## config.mk

```make
export PLATFORM = sky130hd
export DESIGN_NAME = mux4_rr_arbiter
export DESIGN_NICKNAME = d
export VERILOG_FILES = /design/src/rtl/mux4_rr_arbiter.sv
export SDC_FILE = /design/constraint.sdc
export NUM_CORES = 1
export LEC_CHECK = 0
export BUFFER_PORTS_ARGS = -buffer_cell sky130_fd_sc_hd__buf_4
export CORE_UTILIZATION = 41
export DETAILED_ROUTE_END_ITERATION = 10
export GPL_TIMING_DRIVEN = 1
export PLACE_DENSITY_LB_ADDON = 0.12
export SLEW_MARGIN = 10
export SYNTH_ARGS = -nofsm -noshare
export SYNTH_HDL_FRONTEND = slang
export SYNTH_SLANG_ARGS = --single-unit
```

## constraint.sdc

```tcl
create_clock -name clk -period 2.59 [get_ports clk]
set_clock_uncertainty 0.05 [all_clocks]
set_input_delay 0.1295 -clock clk [delete_from_list [all_inputs] [get_ports clk]]
set_output_delay 0.1295 -clock clk [all_outputs]
set_load 0.005 [all_outputs]
```

## src/rtl/mux4_rr_arbiter.sv

```systemverilog
// Purpose : round-robin arbiter sharing one SIZE-bit 4:1 mux between four requesters.
// Latency : 1 cycle from an unmasked req (output free) to out_valid/out_data; ack follows the capture edge.
// Backpr. : out_valid & !out_ready freezes every output register and the pointer; no ack is issued.
//
// Ports:
//   clk, rst_n        clock, asynchronous active-low reset
//   req[3:0], d0..d3  requests (held until ack) and their data words
//   ack[3:0]          one-cycle one-hot pulse: d_i was captured at the previous edge
//   sel, grant        index / one-hot of the most recent capture (grant=0 before the first one)
//   out_data          registered mux output
//   out_valid         out_data holds an unconsumed word
//   out_ready         consumer takes out_data when out_valid & out_ready
//   lock              only with MUX4_ARB_LOCK_EN: keep the last winner while it still requests
//
// Optional feature macro: MUX4_ARB_LOCK_EN
module mux4_rr_arbiter #(
  parameter int SIZE = 32
) (
  input  logic            clk,
  input  logic            rst_n,
  input  logic [3:0]      req,
  input  logic [SIZE-1:0] d0,
  input  logic [SIZE-1:0] d1,
  input  logic [SIZE-1:0] d2,
  input  logic [SIZE-1:0] d3,
`ifdef MUX4_ARB_LOCK_EN
  input  logic            lock,
`endif
  output logic [3:0]      ack,
  output logic [1:0]      sel,
  output logic [3:0]      grant,
  output logic [SIZE-1:0] out_data,
  output logic            out_valid,
  input  logic            out_ready
);

  logic [1:0]      ptr;
  logic            free;
  logic [3:0]      mreq;
  logic [1:0]      win;
  logic [1:0]      idx;
  logic            found;
  logic            advance;
  logic [SIZE-1:0] win_data;

  // Output register can take a new word if empty or being consumed this cycle.
  assign free = !out_valid | out_ready;

  // A requester sees its ack in the same cycle it may still be holding req;
  // masking it here stops the same word from being captured twice.
  assign mreq = req & ~ack;

  always_comb begin
    win     = ptr;
    found   = 1'b0;
    idx     = '0;
    advance = 1'b1;
    for (int k = 0; k < 4; k++) begin
      idx = ptr + 2'(k);
      if (!found && mreq[idx]) begin
        win   = idx;
        found = 1'b1;
      end
    end
`ifdef MUX4_ARB_LOCK_EN
    // Lock looks at the raw req of the previous winner (its ack mask is ignored)
    // and leaves the pointer where it was so the rotation resumes afterwards.
    if (lock && (|grant) && req[sel]) begin
      win     = sel;
      found   = 1'b1;
      advance = 1'b0;
    end
`endif
  end

  always_comb begin
    win_data = d0;
    case (win)
      2'd0: win_data = d0;
      2'd1: win_data = d1;
      2'd2: win_data = d2;
      2'd3: win_data = d3;
      default: win_data = d0;
    endcase
  end

  always_ff @(posedge clk or negedge rst_n) begin
    if (!rst_n) begin
      out_valid <= 1'b0;
      out_data  <= '0;
      sel       <= '0;
      grant     <= '0;
      ack       <= '0;
      ptr       <= '0;
    end else if (free) begin
      if (found) begin
        out_valid <= 1'b1;
        out_data  <= win_data;
        sel       <= win;
        grant     <= 4'b0001 << win;
        ack       <= 4'b0001 << win;
        ptr       <= advance ? win + 2'd1 : ptr;
      end else begin
        // Nothing to capture: either already empty or the held word is consumed now.
        out_valid <= 1'b0;
        ack       <= '0;
      end
    end else begin
      ack <= '0;
    end
  end

endmodule

```

==> results.txt <==
Number of global-route vias before repair: 2917
Final design utilization: 71.30%
DRT Wirelength: 7996 um
Placed Area: 3859 um2
DRC errors left: 0
Critical path type: flop to flop
Clock sink total: 45
Tot Pwr: 4.354 mW
CP max FO: 19
CP max stage cell: dfrtp_1
Critical path startpoint category: flop
Fillers: 488
Routed vias/inst: 5.467
Synth Flop Type: dfrtp_1
Pwr dens: 1082 nW/um2
Diode count: 0
WL/cell: 15.29 um
Met1 wire length: 2964 um
Layout cell share with drive strength beyond 1: 45.45%
Sequential cell area: 1126 um2
R2R setup slack: 0.17 ns
Worst Path Buf+Inv: 2
Nets: 589
Worst vdd ir: 0.7149 mV
Multi-input gate area: 1202 um2
Slew HR: 61.75%
# setup viols final: 0
Final Wtd Congestion: 0.7733
Tot GR Track Use: 25.76%
Antenna violations before repair: 0
Final period utilization: 93.25%
Die Ht: 79.38 um
First-pass GRT wire length: 12720 um
Port Buffer Count: 177
Req. time, crit path: 2.70 ns
Post-route cell area: 4023 um2
1st-iter DRT viols: 240
Slew Viols, Final: 0
Antenna-violating nets left: 0
Placed cells: 512
Num CTS Buffers: 5
Top Family by Delay on Critical Path: compound AO/OA/AOI/OAI gates
Die area: 6301 um2
F_max: 414.0 MHz
Die Width: 79.38 um
Synth Cell Area: 2455 um2
Worst path max stage delay: 0.39 ns
Standard-cell row count: 27
Status: finished clean
CTS H-tree depth: 2
Fraction of registers with async set/reset: 100.0%
Worst slack, placed: 0.1712 ns
Grt total ovfl: 0
Syn-to-layout area delta: 63.86%
Critical Path, Cell by Cell: nand2b_1, a221oi_1, o21a_1, inv_1, ha_1, buf_4, a222oi_1, nor2_1, a21oi_1, o21ai_0
Initial cell density of the core: 43.51%
Root Driver: clkbuf_8
Worst setup EP type: flop
Metal2 WL: 4274 um
MaxCap Viol Count: 0
Core footprint: 5642 um2
Worst-Skew Late Latency: 0.29 ns
Max layer used: met4
Bufs on Longest Clock Path: 2
TritonCTS clock tree: yes
Final min period: 2.415 ns
Synth warn: 0
Arrival time at the worst endpoint: 2.53 ns
Min-delay worst type: primary input to flop
I/O pin total: 178
FF+latch count, synth: 45
HPWL after detailed placement: 5915 um
Largest net degree at the start of global routing: 46
Mapped Cells: 280
EDFF count, synth: 0
Distinct cells, synth: 26
Final hold vios: 0
Worst Tran Pin Value: 0.5738 ns
DRT Pass-1 Iters: 6
Syn nets: 419
P_leak: 2.025 nW
Clock-pin slew on the worst setup and hold paths: 0.08 ns
Setup ws final: 0.1748 ns
Non-filler cells, final: 523
Syn avg cell area: 8.767 um2
WL met3: 668 um
Post-synthesis sequential area ratio: 45.87%
Total number of vias: 2859
worst reg2reg max path, cell delays in order, from the launching register on:
cell	delay, ns
dfrtp_1	0.39
nand2b_1	0.17
a221oi_1	0.31
o21a_1	0.20
inv_1	0.10
ha_1	0.20
buf_4	0.21
a222oi_1	0.37
nor2_1	0.07
a21oi_1	0.12
o21ai_0	0.09
cell usage after synthesis (all sizes together) (2+ instances only):
library cell / number / share of area [%]
o21ai: 37 / 7.5
nand2b: 4 / 1.0
a222oi: 32 / 13
nor3b: 2 / 0.61
nor2b: 4 / 1.0
a21o: 4 / 1.2
a21oi: 32 / 6.5
ha: 4 / 2.0
nor2: 36 / 5.5
clkbuf: 20 / 3.1
nand2: 36 / 5.5
buf: 8 / 2.0
dfrtp: 45 / 46
inv: 7 / 1.1
cell families after synthesis:
kind of cell | count (synthesis) | synth area share (%)
muxes | 1 | 0.4587
DFF | 45 | 45.87
AOI/OAI and AO/OA | 111 | 31.35
buffers and inverters | 35 | 6.167
adders and majority gates | 4 | 2.039
and+or+nand+nor | 84 | 14.12
final cells by class:
cell class | count | share of cell area [%]
Tap cell | 72 | 2.240
Timing Repair Buffer | 191 | 36.33
Sequential cell | 45 | 27.99
Clock buffer | 7 | 2.146
Clock inverter | 1 | 0.7465
Inverter | 7 | 0.6532
Multi-Input combinational cell | 200 | 29.89
repair_timing:
action                                  in CTS  in global routing
resized for setup                            0                  6
setup buffers                                0                  2
hold buffers                                 1                  0
endpoints found under the setup margin       0                 23
hold endpoints to repair                    45                  0
layout by cell type (no fill, tap or decap), drive strengths merged:
cell type	n
a21o	4
a21oi	32
a221oi	1
a222oi	32
a311o	1
buf	190
bufinv	1
clkbuf	7
dfrtp	45
dlygate4sd3	1
ha	4
inv	7
mux2	1
nand2	36
nand2b	4
nor2	36
nor2b	4
nor3	1
nor3b	2
nor4	1
o21a	1
o21ai	37
o221a	1
o31a	1
o41ai	1
metal layers:
layer,track usage (%),up-vias
li1,-,1375
met1,28.18,1335
met2,48.79,141
met3,6.629,8
met5,0,-
met4,6.727,0
final timing paths:
check                       startpoint            to  cells after the start
max reg2reg                     ack[1]  out_data[20]                     10
min                              d0[4]   out_data[4]                      3
max                             ack[1]  out_data[20]                     10
min in group asynchronous        rst_n  out_data[24]                      2
min reg2reg                out_data[0]   out_data[0]                      2
max in group asynchronous        rst_n  out_data[21]                      2
sequential cells by signal, summed over array words and instances (netlist names):
| signal | cells |
|---|---|
| out_data | 32 |
| out_valid | 1 |
| ack | 4 |
| sel | 2 |
| grant | 4 |
| ptr | 2 |
power by group:
group	leakage (nW)	total, mW	internal, mW	switching, mW
logic	1.40	2.63	1.28	1.35
registers	0.570	1.18	1.00	0.180
clock network	0.0585	0.543	0.315	0.229
total	2.02	4.35	2.60	1.76
per-stage QoR:
stage,TNS [ns],hold slack (ns)
5_1_grt,-0.02740,0.07053
6_report,0,0.06815
4_1_cts,0,0.06161
3_3_place_gp,0,0.1189
2_1_floorplan,0,-0.2161
3_5_place_dp,0,0.1207
No activity file was read; power rests on OpenSTA's default activity.
